## src/rtl/rst_seq_pkg.sv

```systemverilog
// Shared types and helpers for the reset sequencer: FSM state encoding and
// a width helper that never returns a zero-width vector.
package rst_seq_pkg;

    typedef enum logic [2:0] {
        IDLE    = 3'd0,
        ASSERT  = 3'd1,
        RELEASE = 3'd2,
        GAP     = 3'd3,
        DONE    = 3'd4
    } state_t;

    // max(1, $clog2(n)): keeps counters and indices at least one bit wide.
    function automatic int width_of(input int n);
        return (n > 1) ? $clog2(n) : 1;
    endfunction

endpackage

```

## src/rtl/rst_seq_ctrl_if.sv

```systemverilog
// Reset-sequencer bus: software request and domain acks in, per-domain
// reset requests and status flags out.
interface rst_seq_ctrl_if #(
    parameter int NUM_DOMAINS = 2
);
    logic                   SW_RST_REQ;
    logic [NUM_DOMAINS-1:0] DOMAIN_ACK;
    logic [NUM_DOMAINS-1:0] DOMAIN_RST_N;
    logic                   RST_BUSY;
    logic                   RST_DONE;
    logic                   RST_TIMEOUT;

    modport master (
        input  SW_RST_REQ,
        input  DOMAIN_ACK,
        output DOMAIN_RST_N,
        output RST_BUSY,
        output RST_DONE,
        output RST_TIMEOUT
    );

    modport slave (
        output SW_RST_REQ,
        output DOMAIN_ACK,
        input  DOMAIN_RST_N,
        input  RST_BUSY,
        input  RST_DONE,
        input  RST_TIMEOUT
    );
endinterface

```

## src/rtl/rst_seq_ctrl_ack_sync_2ff.sv

```systemverilog
// Two-flop synchronizer bank for the per-domain reset-status acks, which
// arrive asynchronously from each destination domain.
module ack_sync_2ff
    import rst_seq_pkg::*;
#(
    parameter int WIDTH = 2
) (
    input  logic             CLK,
    input  logic             RST,
    input  logic [WIDTH-1:0] ack_async,
    output logic [WIDTH-1:0] ack_sync
);

    genvar gi;
    generate
        for (gi = 0; gi < WIDTH; gi++) begin : g_bit
            logic meta_reg;
            logic sync_reg;

            always_ff @(posedge CLK or posedge RST) begin
                if (RST) begin
                    meta_reg <= 1'b0;
                    sync_reg <= 1'b0;
                end else begin
                    meta_reg <= ack_async[gi];
                    sync_reg <= meta_reg;
                end
            end

            assign ack_sync[gi] = sync_reg;
        end
    endgenerate

endmodule

```

## src/rtl/rst_seq_ctrl.sv

```systemverilog
// Reset sequencer: holds all domains in reset, then releases them one at a time
// waiting for each ack. Ack timeout is enabled by RST_SEQ_CTRL_TIMEOUT_EN.
module rst_seq_ctrl
    import rst_seq_pkg::*;
#(
    parameter int NUM_DOMAINS    = 2,
    parameter int HOLD_CYCLES    = 16,
    parameter int GAP_CYCLES     = 4,
    parameter int TIMEOUT_CYCLES = 64
) (
    input  logic              CLK,
    input  logic              RST,
    rst_seq_ctrl_if.master    bus
);

    localparam int IDX_W  = width_of(NUM_DOMAINS);
    localparam int HOLD_W = width_of(HOLD_CYCLES + 1);
    localparam int GAP_W  = width_of(GAP_CYCLES + 1);

    localparam logic [IDX_W-1:0]  IDX_LAST  = IDX_W'(NUM_DOMAINS - 1);
    localparam logic [HOLD_W-1:0] HOLD_LAST = HOLD_W'(HOLD_CYCLES - 1);
    localparam logic [GAP_W-1:0]  GAP_LAST  = GAP_W'((GAP_CYCLES > 0) ? GAP_CYCLES - 1 : 0);

    generate
        if (NUM_DOMAINS < 1 || HOLD_CYCLES < 1 || GAP_CYCLES < 0 || TIMEOUT_CYCLES < 1) begin : g_param_check
            $error("rst_seq_ctrl: illegal parameter value");
        end
    endgenerate

    state_t                 state_reg, state_next;
    logic [IDX_W-1:0]       idx_reg, idx_next;
    logic [HOLD_W-1:0]      hold_cnt_reg, hold_cnt_next;
    logic [GAP_W-1:0]       gap_cnt_reg, gap_cnt_next;
    logic [NUM_DOMAINS-1:0] rst_n_reg, rst_n_next;
    logic                   busy_reg, busy_next;
    logic                   done_reg, done_next;
    logic [NUM_DOMAINS-1:0] ack_sync;
    logic                   ack_hit;
    logic                   to_hit;

    ack_sync_2ff #(
        .WIDTH (NUM_DOMAINS)
    ) u_ack_sync (
        .CLK       (CLK),
        .RST       (RST),
        .ack_async (bus.DOMAIN_ACK),
        .ack_sync  (ack_sync)
    );

    // A stale-high ack still counts; the sync depth covers a normal deassert.
    assign ack_hit = ack_sync[idx_reg];

`ifdef RST_SEQ_CTRL_TIMEOUT_EN
    localparam int WAIT_W = width_of(TIMEOUT_CYCLES + 1);
    localparam logic [WAIT_W-1:0] WAIT_LAST = WAIT_W'(TIMEOUT_CYCLES - 1);

    logic [WAIT_W-1:0] wait_cnt_reg, wait_cnt_next;
    logic              timeout_reg, timeout_next;

    assign to_hit          = (wait_cnt_reg == WAIT_LAST);
    assign bus.RST_TIMEOUT = timeout_reg;

    always_ff @(posedge CLK or posedge RST) begin
        if (RST) begin
            wait_cnt_reg <= '0;
            timeout_reg  <= 1'b0;
        end else begin
            wait_cnt_reg <= wait_cnt_next;
            timeout_reg  <= timeout_next;
        end
    end
`else
    assign to_hit          = 1'b0;
    assign bus.RST_TIMEOUT = 1'b0;
`endif

    // State and registered outputs
    always_ff @(posedge CLK or posedge RST) begin
        if (RST) begin
            state_reg    <= ASSERT;
            idx_reg      <= '0;
            hold_cnt_reg <= '0;
            gap_cnt_reg  <= '0;
            rst_n_reg    <= '0;
            busy_reg     <= 1'b1;
            done_reg     <= 1'b0;
        end else begin
            state_reg    <= state_next;
            idx_reg      <= idx_next;
            hold_cnt_reg <= hold_cnt_next;
            gap_cnt_reg  <= gap_cnt_next;
            rst_n_reg    <= rst_n_next;
            busy_reg     <= busy_next;
            done_reg     <= done_next;
        end
    end

    // Next-state logic; a software request overrides everything
    always_comb begin
        state_next    = state_reg;
        idx_next      = idx_reg;
        hold_cnt_next = hold_cnt_reg;
        gap_cnt_next  = gap_cnt_reg;
`ifdef RST_SEQ_CTRL_TIMEOUT_EN
        wait_cnt_next = wait_cnt_reg;
        timeout_next  = timeout_reg;
`endif
        if (bus.SW_RST_REQ) begin
            state_next    = ASSERT;
            idx_next      = '0;
            hold_cnt_next = '0;
            gap_cnt_next  = '0;
`ifdef RST_SEQ_CTRL_TIMEOUT_EN
            wait_cnt_next = '0;
            timeout_next  = 1'b0;
`endif
        end else begin
            case (state_reg)
                ASSERT: begin
                    if (hold_cnt_reg == HOLD_LAST) begin
                        state_next    = RELEASE;
                        idx_next      = '0;
                        hold_cnt_next = '0;
                    end else begin
                        hold_cnt_next = hold_cnt_reg + HOLD_W'(1);
                    end
                end
                RELEASE: begin
                    if (ack_hit || to_hit) begin
`ifdef RST_SEQ_CTRL_TIMEOUT_EN
                        wait_cnt_next = '0;
                        if (!ack_hit) begin
                            timeout_next = 1'b1;
                        end
`endif
                        if (idx_reg == IDX_LAST) begin
                            state_next = DONE;
                        end else if (GAP_CYCLES == 0) begin
                            idx_next = idx_reg + IDX_W'(1);
                        end else begin
                            state_next   = GAP;
                            gap_cnt_next = '0;
                        end
                    end else begin
`ifdef RST_SEQ_CTRL_TIMEOUT_EN
                        wait_cnt_next = wait_cnt_reg + WAIT_W'(1);
`endif
                    end
                end
                GAP: begin
                    if (gap_cnt_reg == GAP_LAST) begin
                        state_next   = RELEASE;
                        idx_next     = idx_reg + IDX_W'(1);
                        gap_cnt_next = '0;
                    end else begin
                        gap_cnt_next = gap_cnt_reg + GAP_W'(1);
                    end
                end
                DONE:    state_next = IDLE;
                IDLE:    state_next = IDLE;
                default: state_next = ASSERT;
            endcase
        end
    end

    // Outputs are decoded from the next state so they can be registered
    always_comb begin
        rst_n_next = '1;
        busy_next  = (state_next != IDLE);
        done_next  = (state_next == DONE);
        case (state_next)
            ASSERT: rst_n_next = '0;
            RELEASE, GAP: begin
                for (int i = 0; i < NUM_DOMAINS; i++) begin
                    rst_n_next[i] = (i <= int'(idx_next));
                end
            end
            default: rst_n_next = '1;
        endcase
    end

    assign bus.DOMAIN_RST_N = rst_n_reg;
    assign bus.RST_BUSY     = busy_reg;
    assign bus.RST_DONE     = done_reg;

endmodule

```

## src/flat_wrapper.sv

```systemverilog
// flat-port wrapper written by rule: the top's interface ports become plain ports
module rst_seq_ctrl_flat import rst_seq_pkg::*;
#(
    parameter int NUM_DOMAINS    = 2,
    parameter int HOLD_CYCLES    = 16,
    parameter int GAP_CYCLES     = 4,
    parameter int TIMEOUT_CYCLES = 64
)
  (CLK, RST, bus_SW_RST_REQ, bus_DOMAIN_ACK, bus_DOMAIN_RST_N, bus_RST_BUSY, bus_RST_DONE, bus_RST_TIMEOUT);
  rst_seq_ctrl_if #(.NUM_DOMAINS(NUM_DOMAINS)) bus_i ();
  input  logic CLK;
  input  logic RST;
  input wire logic [$bits(bus_i.SW_RST_REQ)-1:0] bus_SW_RST_REQ;
  input wire logic [$bits(bus_i.DOMAIN_ACK)-1:0] bus_DOMAIN_ACK;
  output wire logic [$bits(bus_i.DOMAIN_RST_N)-1:0] bus_DOMAIN_RST_N;
  output wire logic [$bits(bus_i.RST_BUSY)-1:0] bus_RST_BUSY;
  output wire logic [$bits(bus_i.RST_DONE)-1:0] bus_RST_DONE;
  output wire logic [$bits(bus_i.RST_TIMEOUT)-1:0] bus_RST_TIMEOUT;
  assign bus_i.SW_RST_REQ = bus_SW_RST_REQ;
  assign bus_i.DOMAIN_ACK = bus_DOMAIN_ACK;
  assign bus_DOMAIN_RST_N = bus_i.DOMAIN_RST_N;
  assign bus_RST_BUSY = bus_i.RST_BUSY;
  assign bus_RST_DONE = bus_i.RST_DONE;
  assign bus_RST_TIMEOUT = bus_i.RST_TIMEOUT;
  rst_seq_ctrl #(.NUM_DOMAINS(NUM_DOMAINS), .HOLD_CYCLES(HOLD_CYCLES), .GAP_CYCLES(GAP_CYCLES), .TIMEOUT_CYCLES(TIMEOUT_CYCLES)) u_core (.CLK(CLK), .RST(RST), .bus(bus_i));
endmodule
```

## config.mk

```make
export PLATFORM = sky130hd
export DESIGN_NAME = rst_seq_ctrl_flat
export DESIGN_NICKNAME = d
export VERILOG_FILES = /design/src/rtl/rst_seq_pkg.sv /design/src/rtl/rst_seq_ctrl_if.sv /design/src/rtl/rst_seq_ctrl_ack_sync_2ff.sv /design/src/rtl/rst_seq_ctrl.sv /design/src/flat_wrapper.sv
export SDC_FILE = /design/constraint.sdc
export NUM_CORES = 1
export LEC_CHECK = 0
export ABC_CLOCK_PERIOD_IN_PS = 1500
export BUFFER_PORTS_ARGS = -buffer_cell sky130_fd_sc_hd__buf_2
export CORE_MARGIN = 8
export CORE_UTILIZATION = 35
export DETAILED_ROUTE_END_ITERATION = 6
export PLACE_DENSITY = 0.55
export SLEW_MARGIN = 20
export SYNTH_ARGS = -nofsm -noshare
export SYNTH_HDL_FRONTEND = slang
export SYNTH_HIERARCHICAL = 1
export SYNTH_SLANG_ARGS = --single-unit
```

## constraint.sdc

```tcl
create_clock -name CLK -period 1.5 [get_ports CLK]
set_clock_uncertainty 0.2 [all_clocks]
set_input_delay 0.3 -clock CLK [delete_from_list [all_inputs] [get_ports CLK]]
set_output_delay 0.3 -clock CLK [all_outputs]
set_load 0.05 [all_outputs]
```

* After elaboration in Yosys (flattened, before gate mapping)
Cells that the tools add are included.
Storage, ports and cells: register bits 20, bits of input ports 5, output and inout bits 5, word-level logic and storage cells 56
Cells by class: add/subtract/negate cells 3, $lt $le $gt $ge 2, equality and inequality tests 12, muxes and demuxes 21, reductions and logical operators 7
Operator list (count):
- 3-bit two-way mux | 9
- 3-bit by 2-bit equality test with 1-bit output (second input constant) | 5
- 5-bit two-way mux | 3
- 3-bit one-hot mux with 4 select lines | 1
- 3-bit by 1-bit equality test with 1-bit output (second input constant) | 2
- 3-bit equality test (second input constant) | 2
- 3-bit one-hot mux with 2 select lines | 1
- 3-bit nonzero test | 2
- 5-bit by 1-bit adder with 5-bit output (second input constant) | 1
- 5-bit by 4-bit equality test with 1-bit output (second input constant) | 1
- 1-bit two-way mux | 5
- 2-bit one-hot mux with 2 select lines | 1
- 2-bit OR reduction | 2
- 3-bit by 1-bit adder with 3-bit output (second input constant) | 1
- 3-bit zero test | 1
- 3-bit by 2-bit inequality test with 1-bit output (second input constant) | 1
- 3-bit inequality test (second input constant) | 1
- 3-bit AND reduction | 1
- 1-bit by 2-bit < comparator with 1-bit output (second input constant) | 1
- 1-bit one-hot mux with 2 select lines | 1
- 2-bit nonzero test | 1
- 1-bit adder (second input constant) | 1
- 1-bit <= comparator (first input constant) | 1

* Depth between registers and ports, before layout
word-level depth 8, gate-level depth with buffers 5, depth with buffers taken out 5

* By module
The synthesis kept the hierarchy.
By module, submodules not included:
- rst_seq_ctrl | instances 1, cells an instance 74, area each 828.3 um2, seq. area each 402.9 um2
- ack_sync_2ff | instances 1, cells an instance 7, area each 118.9 um2, seq. area each 100.1 um2

* Worst setup path before layout
OpenSTA, ideal clock, no wires.
path kind register to register, from reg u_core.hold_cnt_reg[0], to reg u_core.hold_cnt_reg[3], library setup time 0.099 ns, arrival time 1.277 ns, data required time 1.201 ns, path slack -0.076 ns, cell stages (with the launch flop) 5, path buffers 0, clock period less this slack 1.576 ns, cells stage by stage dfrtp_1 ha_1 and4b_2 a31o_2 a311oi_1
Between the ends: longest elaborated chain between the ends 4, elaborated cells on any way between the ends 5, those cells by class 1 x add/sub; 1 x eq/ne; 3 x mux
RTL lines:
- from (decl) | RTL line rst_seq_ctrl.sv:32 | logic [HOLD_W-1:0] hold_cnt_reg, hold_cnt_next;
- from (signal assigned) | RTL line rst_seq_ctrl.sv:90 | hold_cnt_reg <= hold_cnt_next;
- 5-bit by 1-bit adder with 5-bit output or 5-bit by 4-bit equality test with 1-bit output (tied branches) | RTL line rst_seq_ctrl.sv:125, rst_seq_ctrl.sv:120
- 5-bit two-way mux (*) | RTL line rst_seq_ctrl.sv:120 | if (hold_cnt_reg == HOLD_LAST) begin
- 5-bit two-way mux (*) | RTL line rst_seq_ctrl.sv:118 | case (state_reg)
- 5-bit two-way mux (*) | RTL line rst_seq_ctrl.sv:108 | if (bus.SW_RST_REQ) begin
Every way passes the cells marked *; elsewhere a longest branch is shown, timed or not. The select of a mux whose other input is x is not followed. A chain may end at the register's enable or synchronous reset.

* Worst setup path after layout
from reg u_core.state_reg[0], to reg u_core.rst_n_reg[1] (netlist: u_core/bus.DOMAIN_RST_N[1])
Between the ends: longest elaborated chain between the ends 7, elaborated cells on any way between the ends 19, those cells by class 1 x order compare; 7 x eq/ne; 8 x mux; 3 x reduce/logical
RTL lines:
- from (decl) | RTL line rst_seq_ctrl.sv:30 | state_t state_reg, state_next;
- from (signal assigned) | RTL line rst_seq_ctrl.sv:88 | state_reg <= state_next;
- 3-bit equality test or 3-bit zero test (tied branches) | RTL line rst_seq_ctrl.sv:118
- 2-bit OR reduction (no source line)
- 3-bit one-hot mux with 4 select lines (*) | RTL line rst_seq_ctrl.sv:118
- 3-bit two-way mux (*) | RTL line rst_seq_ctrl.sv:108
- named net u_core.state_next[1] | RTL line rst_seq_ctrl.sv:30
- 3-bit by 2-bit equality test with 1-bit output | RTL line rst_seq_ctrl.sv:171 | case (state_next)
- 2-bit OR reduction | RTL line rst_seq_ctrl.sv:171
- 2-bit one-hot mux with 2 select lines (*) | RTL line rst_seq_ctrl.sv:171
- named net u_core.rst_n_next[1] | RTL line rst_seq_ctrl.sv:34 | logic [NUM_DOMAINS-1:0] rst_n_reg, rst_n_next;
- to (signal assigned) | RTL line rst_seq_ctrl.sv:92 | rst_n_reg <= rst_n_next;
- to (decl) | RTL line rst_seq_ctrl.sv:34
Mark *: on every way through the listed nets, which the timed path passes. The rest lies on a longest branch.

==> results.json <==
{
  "netlist_instances": 81,
  "synth-compound-area-share_pct": 15.3,
  "synth-seq-area-share_pct": 53.1,
  "violations": "setup timing",
  "ys_seq_elements": 20,
  "worstSkewPairLatency_ns": 0.30,
  "wl_met3_um": 100,
  "combPwrFrac_pct": 8.4,
  "swShare_pct": 22.5,
  "fill_cells": 241,
  "fmax_mhz": 602,
  "status": "finished with violations",
  "grt_pass1_vias": 674,
  "hold_class": "input port to flop",
  "syn_to_final_growth_pct": 34.9,
  "vias": 703,
  "grt_max_degree": 17,
  "grt_pass1_wl_mm": 3.11,
  "yosys_warnings": 6,
  "ant_nets": 0,
  "fin_crit_sh_pct": 111,
  "dr.pass1.iters": 4,
  "path_clk_slew_ns": 0.12,
  "worst_setup_path_start_kind": "flop",
  "antenna_found_initial": 0,
  "rows": 19,
  "r2r_start": "u_core/state_reg[0]",
  "drt_iter0_markers": 31,
  "crit_path_max_fanout": 5,
  "finalSetupTns_ns": -0.681,
  "cts_tree": "done",
  "synth_top_family_by_area": "simple AND/OR/NAND/NOR gates",
  "hold_slack_ns": 0.0910,
  "peakVddDrop_uv": 610,
  "root_buffer": "clkbuf_4",
  "path_class": "flop to flop",
  "hpwl_mm": 1.32,
  "routed.top_layer": "met4",
  "crit_arrival_ns": 1.70,
  "vias_per_cell": 4.92,
  "cts_max_path_buffers": 2,
  "r2r_cells": 5,
  "r2r_slack_ns": -0.16,
  "syn_area_per_cell_sq_um": 11.7,
  "seq_power_share_pct": 58.7,
  "io_pins": 10,
  "fin_crit_ns": 1.66,
  "grt_overflow": 0,
  "largest_reg_flops": 5,
  "hold_viol_final": 0,
  "nNetsFinal": 120,
  "wl_per_cell_um": 13.5,
  "wl_met1_um": 886,
  "p_clk_share_pct": 32.9,
  "chipWidth_um": 68.0,
  "gp_congestion": 0.751,
  "setup.worst_path.end_class": "flop",
  "die_height_um": 68.0,
  "dp_slack_ns": -0.0983,
  "routed_wl_mm": 1.93,
  "drcViolationCount": 0,
  "worst_r2r_endpoint": "u_core/bus.DOMAIN_RST_N[1]",
  "cts.htree.levels": 1,
  "cap_viol_max_count": 0,
  "core-area_sq_um": 2660,
  "crit_end": "u_core/bus.DOMAIN_RST_N[1]",
  "diodes": 0,
  "fin_ws_ns": -0.160,
  "critPathRequiredTime_ns": 1.54,
  "power.internal_mw": 0.734,
  "portBuffers": 8,
  "syn_nets": 88,
  "cts_sinks": 20,
  "power_density_nw_per_um2": 741,
  "slew_viol_final": 0,
  "p_leak_nw": 0.599,
  "yosys.area_share.xor_xnor_pct": 0.925,
  "rsz0062_at_grt": "true",
  "switching_power_mw": 0.213,
  "place_area_sq_um": 1150,
  "drive_above_1_share_pct": 48.2,
  "finalSetupViolCount": 8,
  "synth_mux_area_share_pct": 1.06,
  "stdcell_area_sq_um": 1280,
  "cts_made_buffers": 3,
  "synthAdderAreaFrac_pct": 2.64,
  "synth_cell_types": 38,
  "critPathLaunch": "u_core/state_reg[0]",
  "grt_usage_pct": 8.97,
  "syn_area_sq_um": 947,
  "dieArea_sq_um": 4630,
  "met2RoutedLength_um": 919,
  "start_util_pct": 35.6,
  "synth_simple_gate_area_share_pct": 21.8,
  "finalPower_mw": 0.947,
  "hold_path_depth": 2
}
==> through the flow <==
step                      instances  util, %
after global placement          133     43.0
final                           143     48.0
after detailed placement        133     43.0
after global routing            143     48.0
after CTS                       141     46.2
after floorplan                  81        -
==> power groups by stage <==
stage	logic (mW)	registers, mW	clock network (mW)
after global routing	0.0884	0.558	0.345
after global placement	0.0664	0.567	0
after detailed placement	0.0678	0.567	0
after CTS	0.0765	0.556	0.327
after floorplan	0.0401	0.569	0
final	0.0792	0.556	0.312
==> cells in the final DEF (no fill, tap or decap), types with 2 or more instances in the layout <==
master,synthesis,layout
a21oi_2,0,2
a22o_1,2,2
buf_2,0,7
buf_4,4,20
clkbuf_4,0,3
dfrtp_1,18,17
dfstp_2,2,2
dlygate4sd3_1,0,3
inv_1,3,2
nand2_1,5,4
nor2_1,7,6
nor2b_1,3,3
nor3b_1,4,3
nor3b_2,1,2
o21a_1,2,2
==> synth_stat cells, drive strengths merged <==
master,count,area share (%)
clkbuf,1,0.40
a41oi,1,0.92
a21oi,2,1.1
nand2b,2,1.3
or2,1,0.66
nor3b,6,6.5
buf,4,3.2
inv,3,1.2
o21bai,1,0.79
nand2,5,2.0
nor3,2,1.6
o31ai,1,0.79
o311ai,1,1.7
a311oi,1,0.92
nor2b,4,3.4
dfrtp,18,48
o2bb2ai,1,0.92
dfstp,2,5.5
a31o,1,0.92
nor4b,1,1.6
o211ai,1,0.79
nand3b,1,0.79
nor2,7,2.8
a22o,2,1.8
o21ai,2,1.1
ha,2,2.6
mux2i,1,1.1
conb,1,0.40
and4b,1,1.2
a22oi,1,1.3
xor2,1,0.92
a31oi,1,0.66
o21a,2,1.6
==> final cells by class <==
type	instances	area, sq um	area share, %
flip-flops and latches	20	504	39.5
multi-input cells	53	443	34.7
repair buffers	32	241	18.9
well taps	31	38.8	3.04
clock buffers	4	36.3	2.84
inverters	3	13.8	1.08
==> timing repair <==
action | CTS | global route
gates resized for setup | 3 | 10
hold buffers | 3 | 0
hold endpoints to repair | 20 | 0
endpoints found under the setup margin | 8 | 13
setup buffers | 1 | 2
pin swaps | 1 | 4
==> how the worst min path moves through the flow <==
stage	from	end	slack, ns
6_report	bus_SW_RST_REQ	u_core/hold_cnt_reg[1]	0.09
5_1_grt	bus_SW_RST_REQ	u_core/hold_cnt_reg[0]	0.1
4_1_cts	bus_SW_RST_REQ	u_core/hold_cnt_reg[1]	0.08
3_5_place_dp	RST	u_core/u_ack_sync/g_bit[0].meta_reg	-0.007
3_3_place_gp	RST	u_core/u_ack_sync/g_bit[0].meta_reg	-0.01
2_1_floorplan	RST	u_core/u_ack_sync/g_bit[0].meta_reg	-0.13
==> per-layer routing <==
layer	GRT usage, %	vias up
li1	-	346
met1	10.7	339
met2	14.2	16
met3	4.26	2
met4	2.30	0
met5	0	-
==> cell families after synthesis <==
family,Yosys count
compound gates,18
xor+xnor,1
fa+ha+maj,2
buf+inv,8
flops,20
mux,1
other cells,1
simple gates,30
==> critical path, stage by stage, from the launching register on <==
cell and delay [ns]:
dfstp_2 0.62, buf_6 0.14, nand3b_1 0.17, a22oi_2 0.09, nor3_2 0.17, mux2i_1 0.20
Power figures use the tool's default switching activity.
